**config.mk**
```make
export PLATFORM = sky130hd
export DESIGN_NAME = result_reader
export DESIGN_NICKNAME = d
export VERILOG_FILES = /design/src/rtl/trade_pkg.sv /design/src/rtl/rd_lat_pipe.sv /design/src/rtl/result_reader.sv
export SDC_FILE = /design/constraint.sdc
export NUM_CORES = 1
export LEC_CHECK = 0
export BUFFER_PORTS_ARGS = -buffer_cell sky130_fd_sc_hd__buf_2
export CELL_PAD_IN_SITES_DETAIL_PLACEMENT = 1
export CELL_PAD_IN_SITES_GLOBAL_PLACEMENT = 1
export CORE_MARGIN = 8
export CORE_UTILIZATION = 39
export CTS_CLUSTER_SIZE = 12
export DETAILED_ROUTE_END_ITERATION = 8
export GPL_TIMING_DRIVEN = 0
export HOLD_SLACK_MARGIN = 0.05
export PLACE_DENSITY_LB_ADDON = 0.1
export REMOVE_ABC_BUFFERS = 1
export SLEW_MARGIN = 20
export SYNTH_ARGS = -nofsm -noshare
export SYNTH_HDL_FRONTEND = slang
export SYNTH_HIERARCHICAL = 1
export SYNTH_SLANG_ARGS = --single-unit
```
**constraint.sdc**
```tcl
create_clock -name clock -period 5.8 [get_ports clock]
set_input_delay 0.87 -clock clock [delete_from_list [all_inputs] [get_ports clock]]
set_output_delay 0.87 -clock clock [all_outputs]
set_load 0.01 [all_outputs]
```
**src/rtl/trade_pkg.sv**
```systemverilog
// Shared types and constants for the result-BRAM read path.
package trade_pkg;

    typedef enum logic [2:0] {
        IDLE,
        ISSUE,
        DRAIN,
        PRESENT,
        FINISH
    } rr_state_e;

    localparam int unsigned WORDS_PER_REC  = 4;
    localparam int unsigned BYTES_PER_WORD = 4;
    localparam int unsigned REC_BYTES      = WORDS_PER_REC * BYTES_PER_WORD;
    localparam int unsigned WORD_W         = 32;
    localparam int unsigned ADDR_W         = 32;
    localparam int unsigned LANE_W         = 2;
    localparam int unsigned REC_W          = WORDS_PER_REC * WORD_W;

    // Byte address of one word within a record; wraps modulo 2^32.
    function automatic logic [ADDR_W-1:0] lane_addr(input logic [ADDR_W-1:0] base,
                                                    input logic [LANE_W-1:0] lane);
        return base + ADDR_W'(lane) * ADDR_W'(BYTES_PER_WORD);
    endfunction

endpackage

```
**src/rtl/rd_lat_pipe.sv**
```systemverilog
// Delay line carrying {valid, lane} alongside the BRAM read so capture lines up with doutB.
module rd_lat_pipe
    import trade_pkg::*;
#(
    parameter int unsigned RD_LAT = 1
) (
    input  logic              clock,
    input  logic              reset,
    input  logic              valid_i,
    input  logic [LANE_W-1:0] lane_i,
    output logic              valid_o,
    output logic [LANE_W-1:0] lane_o
);

    logic [RD_LAT-1:0] vld_q;
    logic [LANE_W-1:0] lane_q [RD_LAT];

    always_ff @(posedge clock) begin
        if (reset) begin
            vld_q <= '0;
            for (int i = 0; i < RD_LAT; i++) lane_q[i] <= '0;
        end else begin
            vld_q[0]  <= valid_i;
            lane_q[0] <= lane_i;
            for (int i = 1; i < RD_LAT; i++) begin
                vld_q[i]  <= vld_q[i-1];
                lane_q[i] <= lane_q[i-1];
            end
        end
    end

    assign valid_o = vld_q[RD_LAT-1];
    assign lane_o  = lane_q[RD_LAT-1];

endmodule

```
**src/rtl/result_reader.sv**
```systemverilog
// Reads numRecs 128-bit records from the result BRAM (port B) and streams them out valid/ready.
// Optional RESULT_CHECKSUM_EN adds a running 32-bit sum of all transferred words.
module result_reader
    import trade_pkg::*;
#(
    parameter int unsigned RD_LAT = 1,
    parameter int unsigned CNT_W  = 8
) (
    input  logic              clock,
    input  logic              reset,
    input  logic              fdone,
    input  logic [CNT_W-1:0]  numRecs,
    input  logic [ADDR_W-1:0] baseAddr,
    output logic              enB,
    output logic [3:0]        web,
    output logic [ADDR_W-1:0] addrB,
    input  logic [WORD_W-1:0] doutB,
    output logic [REC_W-1:0]  recData,
    output logic              recValid,
    input  logic              recReady,
    output logic              busy,
    output logic              done
`ifdef RESULT_CHECKSUM_EN
    ,
    output logic [WORD_W-1:0] checksum
`endif
);

    localparam logic [LANE_W-1:0] LAST_LANE = LANE_W'(WORDS_PER_REC - 1);

    rr_state_e         state_q, state_d;
    logic [LANE_W-1:0] lane_q, lane_d;
    logic [ADDR_W-1:0] addr_q, addr_d;
    logic [CNT_W-1:0]  rec_q, rec_d;
    logic [CNT_W-1:0]  num_q, num_d;
    logic              enb_q, enb_d;
    logic [ADDR_W-1:0] addrb_q, addrb_d;
    logic [REC_W-1:0]  data_q, data_d;
    logic              valid_q, valid_d;
    logic              busy_q, busy_d;
    logic              done_q, done_d;

    logic              pipe_valid;
    logic [LANE_W-1:0] pipe_lane;
    logic              xfer;

    rd_lat_pipe #(.RD_LAT(RD_LAT)) u_pipe (
        .clock   (clock),
        .reset   (reset),
        .valid_i (enb_q),
        .lane_i  (lane_q),
        .valid_o (pipe_valid),
        .lane_o  (pipe_lane)
    );

    assign xfer = valid_q & recReady;

    // Next-state, read issue and lane capture.
    always_comb begin
        state_d = state_q;
        lane_d  = lane_q;
        addr_d  = addr_q;
        rec_d   = rec_q;
        num_d   = num_q;
        data_d  = data_q;
        valid_d = valid_q;

        if (pipe_valid) data_d[{pipe_lane, 5'd0} +: WORD_W] = doutB;

        case (state_q)
            IDLE: begin
                if (fdone) begin
                    num_d   = numRecs;
                    addr_d  = baseAddr;
                    rec_d   = '0;
                    lane_d  = '0;
                    state_d = (numRecs != '0) ? ISSUE : FINISH;
                end
            end
            ISSUE: begin
                if (lane_q == LAST_LANE) state_d = DRAIN;
                else                     lane_d  = LANE_W'(lane_q + 2'd1);
            end
            DRAIN: begin
                if (pipe_valid && (pipe_lane == LAST_LANE)) begin
                    state_d = PRESENT;
                    valid_d = 1'b1;
                end
            end
            PRESENT: begin
                if (xfer) begin
                    valid_d = 1'b0;
                    rec_d   = CNT_W'(rec_q + 1'b1);
                    addr_d  = addr_q + ADDR_W'(REC_BYTES);
                    lane_d  = '0;
                    state_d = (CNT_W'(rec_q + 1'b1) == num_q) ? FINISH : ISSUE;
                end
            end
            FINISH:  state_d = IDLE;
            default: state_d = IDLE;
        endcase

        enb_d   = (state_d == ISSUE);
        addrb_d = enb_d ? lane_addr(addr_d, lane_d) : addrb_q;
        busy_d  = (state_d != IDLE);
        done_d  = (state_q == FINISH);
    end

    always_ff @(posedge clock) begin
        if (reset) begin
            state_q <= IDLE;
            lane_q  <= '0;
            addr_q  <= '0;
            rec_q   <= '0;
            num_q   <= '0;
            enb_q   <= 1'b0;
            addrb_q <= '0;
            data_q  <= '0;
            valid_q <= 1'b0;
            busy_q  <= 1'b0;
            done_q  <= 1'b0;
        end else begin
            state_q <= state_d;
            lane_q  <= lane_d;
            addr_q  <= addr_d;
            rec_q   <= rec_d;
            num_q   <= num_d;
            enb_q   <= enb_d;
            addrb_q <= addrb_d;
            data_q  <= data_d;
            valid_q <= valid_d;
            busy_q  <= busy_d;
            done_q  <= done_d;
        end
    end

    assign enB      = enb_q;
    assign web      = 4'b0000;
    assign addrB    = addrb_q;
    assign recData  = data_q;
    assign recValid = valid_q;
    assign busy     = busy_q;
    assign done     = done_q;

`ifdef RESULT_CHECKSUM_EN
    logic [WORD_W-1:0] csum_q, csum_d;

    // Cleared when a run is accepted; summed over every transferred record.
    always_comb begin
        csum_d = csum_q;
        if ((state_q == IDLE) && fdone) begin
            csum_d = '0;
        end else if (xfer) begin
            csum_d = csum_q + data_q[31:0] + data_q[63:32] + data_q[95:64] + data_q[127:96];
        end
    end

    always_ff @(posedge clock) begin
        if (reset) csum_q <= '0;
        else       csum_q <= csum_d;
    end

    assign checksum = csum_q;
`endif

endmodule

```
==> metrics.yaml, run 1 <==
sta:
  worst_slew_pin_slew_ns: 1.14
  timing.clock.skew_ns: 0.00661
  maxClockFrequency_mhz: 218
  grt_setup_unrepaired: "no"
  setup_violations: 0
  drv_slew: 0
  final-hold-violation-count: 0
  relSlewSlack: 0.238
  final.min_clock_period_ns: 4.58
  layout_worst_path_cycle_share: 0.790
  fin_setup_tns_ns: 0
synth:
  synth_enable_flop_cells: 0
  yosys_most_used_dff: "dfxtp_1"
  netlist_area_um2: 9610
  netlist-cell-type-count: 72
  number_of_flip_flops_and_latches_in_the_synthesized_netlist: 220
  synth.avg_cell_area_um2: 8.63
  synth_warnings: 6
  ys_seq_area_frac: 0.458
  async_reset_ff_frac: 0
  syn-instance-count: 1114
detailed_routing:
  route.antenna.remaining_nets: 0
  drt_first_pass_iters: 5
  vias_per_cell: 5.69
  detail_route.wirelength_um: 34000
  route.vias.total: 9515
  dr.first_iter.drc_count: 543
  drc: 0
  wire_per_inst_um: 20.4
placed_design:
  gpl.final_weighted_congestion: 0.807
  dp_hpwl_um: 24400
  numPortBuffers: 239
  dp_cells: 1629
die:
  std_cell_rows: 57
  fp.coreArea_um2: 24200
  design.die.area_um2: 29900
  start_util: 0.396
  floorplan.die.width_um: 173
  die_height_um: 173
  io-pin-count: 244
setup_path:
  end_kind: "flip-flop"
  reg2reg_to: "addrB[28]"
  r2r-start: "state_q[0]"
  worstPathRequired_ns: 6.23
  crit_fanout: 25
  worst_r2r_path_depth: 8
  crit_type: "reg -> reg"
  timing.critical_path.from_type: "flip-flop"
  timing.critical_path.arrival_ns: 5.01
  r2r_setup_slack_ns: 1.22
grt:
  grt_start_max_net_pins: 122
  globalRouteTotalUtil: 0.217
  gr-total-overflow: 0
  number_of_global_route_vias_before_repair: 9604
  grt_pass1_wl_um: 54200
  antenna_found_initial: 0
clock_network:
  cts_resized: 0
  clock_tree_from_tritoncts: "done"
  path_clk_slew_ns: 0.06
  cts_num_sinks: 220
  clockBufferDepth: 3
  cts_buffers: 25
  ctsHoldBuffers: 0
  cts_max_level: 1
  postCtsSetupBuffers: 0
  clk-insertion-delay-late_ns: 0.54
  ctsRootBufferMaster: "clkbuf_16"
finish:
  post_route_cells_drive_above_1_share: 0.251
  layout.nets: 1418
  seq_area_um2: 4400
  finalNonFillerCells: 1673
  syn_to_layout_area_delta_pct: 26.0
  multiInputGateArea_um2: 4880
  nFillCells: 2957
power_and_ir_drop:
  power_density_nw_per_um2: 298
  vdd_drop_max_mv: 0.192
  leakage_power_nw: 5.12
status:
  outcome: "completed"
min_path:
  worst_hold_path.endpoint: "addrB[28]"
  hold_path_depth: 1
  min-delay-start: "addrB[28]"
  worstHoldPathType: "reg -> reg"
flow_run:
  cap_violations: 0
==> flip-flops by register name (all words and copies together), names as in the netlist <==
signal / cells
done: 1
enB: 1
recData: 128
u_pipe/valid_o: 1
addr_q: 32
num_q: 8
addrB: 32
lane_q: 2
state_q: 3
busy: 1
recValid: 1
u_pipe/lane_q: 2
rec_q: 8
==> how the worst max path moves through the flow <==
stage               start   endpoint  slack (ns)  depth (start not counted)
2_1_floorplan    recReady  addrB[25]        0.33                          8
3_3_place_gp   state_q[0]  addrB[28]       -2.39                          4
3_5_place_dp     recReady  addrB[28]        0.98                         15
4_1_cts        state_q[0]  addrB[28]        1.19                          8
5_1_grt        state_q[0]  addrB[28]        1.00                          8
6_report       state_q[0]  addrB[28]        1.22                          8
==> placed cells by master (no fill, tap or decap), types with 16 or more instances in the layout <==
| cell | synthesis | final |
|---|---|---|
| buf_2 | 10 | 253 |
| dfxtp_1 | 220 | 220 |
| nor2_1 | 207 | 206 |
| a22oi_1 | 137 | 137 |
| nand2_1 | 70 | 66 |
| nand3_1 | 45 | 45 |
| a21oi_1 | 43 | 43 |
| clkbuf_16 | 0 | 25 |
| nand4_1 | 23 | 23 |
| o21ai_0 | 19 | 19 |
| nor4_1 | 17 | 16 |
==> worst max-delay path: stages, from the launching register on <==
cell	delay, ns
dfxtp_1	0.82
and3b_1	1.03
a32oi_1	0.37
a221oi_1	0.61
and4_1	0.44
nand3_1	0.16
nor4_4	0.52
a2111oi_0	0.25
a211o_1	0.26
==> power by group <==
part           switching [mW]  leakage, nW  internal, mW
sequential             0.0431         1.78          1.56
clock                   0.646        0.422          1.02
combinational           0.214         2.91         0.130
==> stage by stage <==
step | utilization | cell area (um^2) | hold slack [ns] | total power, mW | worst slack (ns)
floorplan | - | 9270 | 0.438 | 1.80 | 0.334
global placement | 0.449 | 10900 | 0.451 | 1.96 | -2.39
global route | 0.499 | 12100 | 0.489 | 3.74 | 1.00
finish | 0.499 | 12100 | 0.467 | 3.61 | 1.22
detailed placement | 0.464 | 11200 | 0.450 | 1.98 | 0.981
CTS | 0.499 | 12100 | 0.467 | 3.64 | 1.19
==> cell type report <==
| type | instances | area share |
|---|---|---|
| inverters | 11 | 0.00341 |
| repair buffers | 272 | 0.125 |
| multi-input cells | 802 | 0.403 |
| clock buffers | 38 | 0.0615 |
| diodes | 1 | 0.000207 |
| well taps | 324 | 0.0335 |
| flip-flops and latches | 220 | 0.364 |
| clock inverters | 5 | 0.00951 |
==> kinds of logic (layout without fill, tap and decap cells) <==
kind of cell             after synthesis  in the layout  share of synthesized area
AO/OA/AOI/OAI                        281            281                      0.209
XOR/XNOR                              27             27                     0.0246
adder cells (fa/ha/maj)               10             10                     0.0138
buffers and inverters                 95            326                     0.0407
flip-flops                           220            220                      0.458
multiplexers                          12             12                     0.0126
other                                  1              5                   0.000390
AND/OR/NAND/NOR                      468            468                      0.241
==> synthesized netlist by cell type (8+ instances only) <==
cell / number / area [um^2]
and2_1: 15 / 93.8
and3_1: 13 / 81.3
ha_1: 9 / 113
o21ai_0: 19 / 95.1
buf_2: 10 / 50.1
nor3_1: 15 / 75.1
nand4_1: 23 / 144
nand3_1: 45 / 225
nor3b_1: 9 / 67.6
nor4_1: 17 / 106
nand2_1: 70 / 263
xor2_1: 13 / 114
clkbuf_1: 64 / 240
nor2_1: 207 / 777
inv_1: 10 / 37.5
o211ai_1: 9 / 67.6
xnor2_1: 14 / 123
or3_1: 8 / 50.1
a31oi_1: 13 / 81.3
mux2i_1: 11 / 110
dfxtp_1: 220 / 4400
a21oi_1: 43 / 215
a22oi_1: 137 / 1030
==> layer usage <==
metal	up-vias	GRT usage	part of all wire
met2	298	0.370	0.47
met5	-	0	0
met1	4678	0.277	0.44
met4	0	0.0564	0.022
li1	4486	-	-
met3	53	0.0429	0.067
Note: power is estimated with default switching activity, not from simulation.
==> run 2: changes to the inputs <==
- clock period: 5.8 -> 4.6 ns (I/O delays scaled with it)
==> run 2 against run 1 <==
- via count hardly changed
- critical path depth is 3 higher
- first-iteration DRC count is 1.5% lower
- largest power group unchanged
- cell area hardly changed
- sequential share of layout area hardly changed
- combinational power is 26% higher
- clock-buffer cell count stayed put
- wire length hardly changed
- total power is 26% higher
- utilization hardly changed
- final cell count stayed put
- setup slack worse by 0.88 ns
==> metrics.yaml, run 2 (synthesized netlist as in run 1, its figures left out) <==
clock_network:
  cts_num_sinks: 220  # unchanged
  ctsRootBufferMaster: "clkbuf_16"
  clock_tree_from_tritoncts: "done"
  clk-insertion-delay-late_ns: 0.54  # about the same
  cts_max_level: 1  # unchanged
  cts_buffers: 25  # unchanged
  path_clk_slew_ns: 0.06  # about the same
  postCtsSetupBuffers: 0  # unchanged
  ctsHoldBuffers: 0  # unchanged
  clockBufferDepth: 3  # unchanged
detailed_routing:
  detail_route.wirelength_um: 34100  # about the same
  route.vias.total: 9514  # -0.011%
  drc: 0  # unchanged
  wire_per_inst_um: 20.4  # about the same
  route.antenna.remaining_nets: 0  # unchanged
  dr.first_iter.drc_count: 535  # -1.5%
  drt_first_pass_iters: 5  # unchanged
  vias_per_cell: 5.69  # about the same
sta:
  final-hold-violation-count: 0  # unchanged
  timing.clock.skew_ns: 0.00779  # +0.00118 ns
  setup_violations: 0  # unchanged
  grt_setup_unrepaired: "no"
  drv_slew: 0  # unchanged
  worst_slew_pin_slew_ns: 0.874  # -0.269 ns
  final.min_clock_period_ns: 4.26  # -0.320 ns
  maxClockFrequency_mhz: 235  # +7.5%
  relSlewSlack: 0.416  # +0.177
  layout_worst_path_cycle_share: 0.926  # +0.136
die:
  std_cell_rows: 57  # unchanged
  design.die.area_um2: 29900  # unchanged
  start_util: 0.396  # unchanged
  floorplan.die.width_um: 173  # unchanged
  io-pin-count: 244  # unchanged
  die_height_um: 173  # unchanged
  fp.coreArea_um2: 24200  # unchanged
power_and_ir_drop:
  sequentialPowerShare: 0.444  # about the same
  vdd_drop_max_mv: 0.242  # +26%
  power_density_nw_per_um2: 376  # +26%
  design_power_total_mw: 4.55  # +26%
  combPwrFrac: 0.095  # about the same
  leakage_power_nw: 5.12  # about the same
  pwr-share-clk: 0.461  # about the same
  power.share.switching: 0.250  # about the same
  power.internal_mw: 3.41  # +26%
  p_sw_mw: 1.14  # +26%
grt:
  gr-total-overflow: 0  # unchanged
  number_of_global_route_vias_before_repair: 9604  # unchanged
  grt_pass1_wl_um: 54200  # unchanged
  grtUsageMet2: 0.370  # unchanged
  use_met3: 0.0429  # unchanged
  antenna_found_initial: 0  # unchanged
  grt_start_max_net_pins: 122  # unchanged
  globalRouteTotalUtil: 0.217  # unchanged
  grtUsageMet1: 0.277  # unchanged
  grt_busiest_layer: "met2"
setup_path:
  worstPathRequired_ns: 5.03  # -1.20 ns
  crit_fanout: 22  # -12%
  critPathLaunch: "state_q[2]"
  timing.critical_path.arrival_ns: 4.69  # -0.32 ns
  crit_type: "reg -> reg"
  r2r-start: "state_q[2]"
  end_kind: "flip-flop"
  timing.critical_path.from_type: "flip-flop"
finish:
  final_util: 0.499  # about the same
  mostFrequentLayoutCells: "253 x buf_2, 218 x dfxtp_1, 206 x nor2_1, 137 x a22oi_1, 66 x nand2_1"
  post_route_cells_drive_above_1_share: 0.253  # +0.00223
  nFillCells: 2954  # -0.10%
  layout.nets: 1418  # unchanged
  largest_register_ff_count: 128  # unchanged
  syn_to_layout_area_delta_pct: 26.0  # about the same
  finalNonFillerCells: 1673  # unchanged
  layout_commonest_cell: "buf_2"
flow_run:
  cap_violations: 0  # unchanged
status:
  outcome: "completed"
min_path:
  worstHoldPathType: "in -> reg"
  min-delay-start: "numRecs[4]"
placed_design:
  dp_cells: 1629  # unchanged
  gpl.final_weighted_congestion: 0.807  # unchanged
  numPortBuffers: 239  # unchanged
  dp_hpwl_um: 24400  # unchanged
==> run 2: cell count changes in the layout (fill, tap and decap cells not counted) <==
| cell | previous run | this run |
|---|---|---|
| and3b_1 | 1 | 0 |
| dfxtp_2 | 0 | 2 |
| and3b_2 | 0 | 1 |
| dfxtp_1 | 220 | 218 |
==> run 2: worst paths after layout <==
kind / cells past startpoint / slack (ns) / end
setup / recovery: 11 / 0.34 / addrB[27]
hold / removal: 3 / 0.40 / num_q[4]
setup reg to reg: 11 / 0.34 / addrB[27]
hold reg to reg: 1 / 0.47 / addrB[28]
==> run 2: power by group through the flow <==
| stage | Sequential [mW] | Combinational (mW) | Clock (mW) |
|---|---|---|---|
| 2_1_floorplan | 2.06 | 0.207 | 0 |
| 3_3_place_gp | 2.06 | 0.413 | 0 |
| 3_5_place_dp | 2.06 | 0.435 | 0 |
| 4_1_cts | 2.02 | 0.438 | 2.14 |
| 5_1_grt | 2.03 | 0.476 | 2.21 |
| 6_report | 2.02 | 0.434 | 2.10 |
==> run 2: stage by stage <==
stage	hold WS (ns)	worst slack, ns	TNS [ns]	instance area (um^2)
after floorplan	0.438	-0.754	-14.25	9270
after global placement	0.451	-3.59	-474.75	10900
after detailed placement	0.450	-0.0387	-0.0387	11200
after CTS	0.388	0.102	0	12100
after global routing	0.408	0.100	0	12100
final	0.404	0.340	0	12100
==> run 2: what timing repair did <==
action	in CTS	in global routing
resized for setup	1	2
endpoints found under the setup margin	1	5
pin swaps	0	0
==> run 2: critical path, stage by stage, from the launching register on <==
cell and delay [ns]:
dfxtp_1 0.45, or4b_2 1.06, nand2_1 0.20, nand2_1 0.11
ha_1 0.29, a21oi_1 0.07, a21oi_1 0.29, and4_1 0.42
nand3_1 0.17, nor4_4 0.54, a2111oi_0 0.23, a311o_1 0.31
==> run 2: routing by layer <==
layer | share of wire | vias up
li1 | - | 4488
met1 | 0.44 | 4663
met2 | 0.47 | 310
met3 | 0.065 | 53
met4 | 0.022 | 0
met5 | 0 | -
==> run 2: final cells by class <==
| cell class | count | area [um^2] | share of cell area |
|---|---|---|---|
| antenna | 1 | 2.50 | 0.000207 |
| clock buffer | 38 | 744 | 0.0615 |
| clock inverter | 5 | 115 | 0.00950 |
| inverter | 11 | 41.3 | 0.00341 |
| multi-input combinational | 802 | 4880 | 0.403 |
| sequential | 220 | 4410 | 0.364 |
| tap | 324 | 405 | 0.0335 |
| timing repair buffer | 272 | 1520 | 0.125 |
==> run 3: changes to the inputs <==
- ABC_AREA: unset -> 1
- CORE_UTILIZATION: 39 -> 38
- REMOVE_ABC_BUFFERS: 1 -> unset
==> run 3 against run 2 <==
- critical path depth rose by 8
- via count rose by 19%
- register-to-register slack improved by 0.32 ns
- first-iteration DRC count rose by 22%
- die area rose by 12%
- final cell count rose by 33%
- sequential share of layout area fell by 2.9 points
- clock power rose by 5%
- sequential cell count did not move
- clock-buffer cell count did not move
- non-clock buffer count rose by 40
- total power rose by 6.2%
==> metrics.yaml, run 3 <==
clock_network:
  postCtsSetupBuffers: 0  # unchanged
  path_clk_slew_ns: 0.06  # about the same
  clockBufferDepth: 3  # unchanged
  clock_tree_from_tritoncts: "done"
  cts_resized: 0  # -1
  cts_max_level: 1  # unchanged
  cts_num_sinks: 220  # unchanged
  cts_buffers: 27  # +8.0%
  ctsRootBufferMaster: "clkbuf_16"
  clk-insertion-delay-late_ns: 0.54  # about the same
finish:
  layout_commonest_cell: "nand2_1"
  nFillCells: 3725  # +26%
  layout.nets: 1916  # +35%
  final_util: 0.477  # -0.0229
  syn_to_layout_area_delta_pct: 24.5
  largest_register_ff_count: 128  # unchanged
  mostFrequentLayoutCells: "488 x nand2_1, 247 x buf_2, 220 x dfxtp_1, 163 x nor2_1, 163 x a21oi_1"
  post_route_cells_drive_above_1_share: 0.193  # -0.0599
  stdcell_area_um2: 13200  # +8.7%
  finalNonFillerCells: 2230  # +33%
flow_run:
  cap_violations: 0  # unchanged
detailed_routing:
  wire_per_inst_um: 18.8  # -7.5%
  route.antenna.remaining_nets: 0  # unchanged
  drc: 0  # unchanged
  route.vias.total: 11400  # +19%
  dr.first_iter.drc_count: 655  # +22%
  vias_per_cell: 5.09  # -10%
  detail_route.wirelength_um: 42000  # +23%
  drt_first_pass_iters: 5  # unchanged
synth:
  yosysTopAreaCell: "dfxtp_1"
  synth_enable_flop_cells: 0  # unchanged
  number_of_flip_flops_and_latches_in_the_synthesized_netlist: 220  # unchanged
  ys_seq_area_frac: 0.416  # -0.0418
  yosys-top-cells-count: "488 x nand2_1, 220 x dfxtp_1, 163 x a21oi_1, 163 x nor2_1, 154 x inv_1"
  async_reset_ff_frac: 0  # unchanged
  netlist_area_um2: 10600  # +10%
  netlist-cell-type-count: 47  # -35%
  yosysMostFrequentCell: "nand2_1"
  syn-instance-count: 1560  # +40%
  synth_warnings: 6  # unchanged
  synth_top_cell_area_share: 0.416  # -0.0418
  synth.avg_cell_area_um2: 6.78  # -21%
  yosys_most_used_dff: "dfxtp_1"
  post_synth_main_area_contributors: "dfxtp_1 42%, nand2_1 17%, a21oi_1 7.7%, nor2_1 5.8%, inv_1 5.5%"
sta:
  final.min_clock_period_ns: 3.94  # -0.315 ns
  final_critical_path_setup_slack_ns: 0.656  # +0.315 ns
  relSlewSlack: 0.321  # -0.0948
  maxClockFrequency_mhz: 254  # +8.0%
  final-hold-violation-count: 0  # unchanged
  drv_slew: 0  # unchanged
  worst_slew_pin_slew_ns: 1.01  # +0.138 ns
  grt_setup_unrepaired: "no"
  layout_worst_path_cycle_share: 0.857  # -0.0685
  setup_violations: 0  # unchanged
  timing.clock.skew_ns: 0.0124  # +0.00460 ns
  fin_setup_tns_ns: 0  # unchanged
placed_design:
  detailed_place.area_um2: 12300  # +9.0%
  gpl.final_weighted_congestion: 0.912  # +13%
  numPortBuffers: 239  # unchanged
  dp_hpwl_um: 31700  # +30%
  pre_cts_ws_ns: 0.151  # +0.190 ns
  dp_cells: 2180  # +34%
setup_path:
  end_kind: "flip-flop"
  timing.critical_path.from_type: "flip-flop"
  worstPathRequired_ns: 5.01  # -0.02 ns
  timing.critical_path.arrival_ns: 4.35  # -0.34 ns
  crit_fanout: 19  # -14%
  crit_type: "reg -> reg"
power_and_ir_drop:
  vdd_drop_max_mv: 0.261  # +7.5%
  leakage_power_nw: 6.10  # +19%
  power_density_nw_per_um2: 367  # -2.3%
die:
  design.die.area_um2: 33400  # +12%
  floorplan.die.width_um: 183  # +5.7%
  std_cell_rows: 61  # +7.0%
  die_height_um: 183  # +5.7%
  io-pin-count: 244  # unchanged
  fp.coreArea_um2: 27600  # +14%
  start_util: 0.383  # -0.0136
grt:
  number_of_global_route_vias_before_repair: 12000  # +25%
  grt_pass1_wl_um: 65600  # +21%
  grt_start_max_net_pins: 13  # -89%
  globalRouteTotalUtil: 0.246  # +0.0283
  antenna_found_initial: 3  # +3
  gr-total-overflow: 0  # unchanged
min_path:
  worstHoldPathType: "in -> reg"
status:
  outcome: "completed"
## run 3: cell types whose count changed in the layout (fill, tap and decap cells not counted), moves of 43 or more
cell	previous run	this run
a22oi_1	137	17
inv_1	10	154
clkbuf_1	6	61
nor2_1	206	163
a21oi_1	43	163
nand2_1	66	488
## run 3: critical path, cell delays in order, from the launching register on
cell	delay [ns]
dfxtp_1	0.37
nor2_4	0.22
nand2_4	0.10
nor2_4	0.25
buf_4	0.26
buf_2	0.42
or2_2	0.19
inv_1	0.05
a21oi_1	0.14
ha_1	0.21
fa_1	0.23
nand2_1	0.08
nor2_2	0.17
nand3_2	0.14
nor2_4	0.21
nand3_1	0.17
nor3_1	0.35
nand2_1	0.10
nand2_1	0.10
a21oi_2	0.05
## run 3: kinds of logic (layout without fill, tap and decap cells)
kind of cell               Yosys count  count (layout)  synth area share
DFF                                220             220             0.416
other                                1               7          0.000355
buffers and inverters              238             524            0.0897
and+or+nand+nor                    814             814             0.329
AOI/OAI and AO/OA                  250             250             0.128
xor gates and xnor gates            27              27            0.0237
adders and majority gates           10              10            0.0125
## run 3: final cells by class
class | instances | area (um^2) | area share
antenna | 3 | 7.51 | 0.000570
buffer | 73 | 325 | 0.0247
clock buffer | 38 | 767 | 0.0582
clock inverter | 10 | 134 | 0.0102
inverter | 164 | 619 | 0.0470
multi-input combinational | 1105 | 5240 | 0.398
sequential | 220 | 4400 | 0.334
tap | 378 | 473 | 0.0359
timing repair buffer | 239 | 1200 | 0.0908
## run 3: per-layer routing
metal  vias up  part of all wire  global-route usage
met4         0             0.032              0.0836
met2       333              0.45               0.408
met1      5452              0.45               0.310
met3        72             0.066              0.0564
li1       5496                 -                   -
met5         -                 0                   0
## run 3: timing repair
| item | 4_1_cts | 5_1_grt |
|---|---|---|
| hold endpoints to repair | 0 | 0 |
| endpoints found under the setup margin | 0 | 1 |
| hold buffers | 0 | 0 |
## run 3: final timing paths
path	start	slack, ns	depth (start not counted)	end
min	reset	0.39	2	u_pipe/valid_o
max	state_q[2]	0.66	19	addrB[24]
max reg2reg	state_q[2]	0.66	19	addrB[24]
min reg2reg	recData[108]	0.46	2	recData[108]
## run 3: per-stage QoR
stage          power [mW]  hold slack (ns)
3_5_place_dp         2.67            0.453
6_report             4.83            0.388
5_1_grt              5.01            0.383
4_1_cts              4.87            0.367
2_1_floorplan        2.42            0.429
3_3_place_gp         2.66            0.450
## run 3: power by group
part           switching (mW)  leakage [nW]  internal, mW
Clock                   0.876         0.438          1.32
Combinational           0.404          3.88         0.187
Sequential             0.0608          1.79          1.98
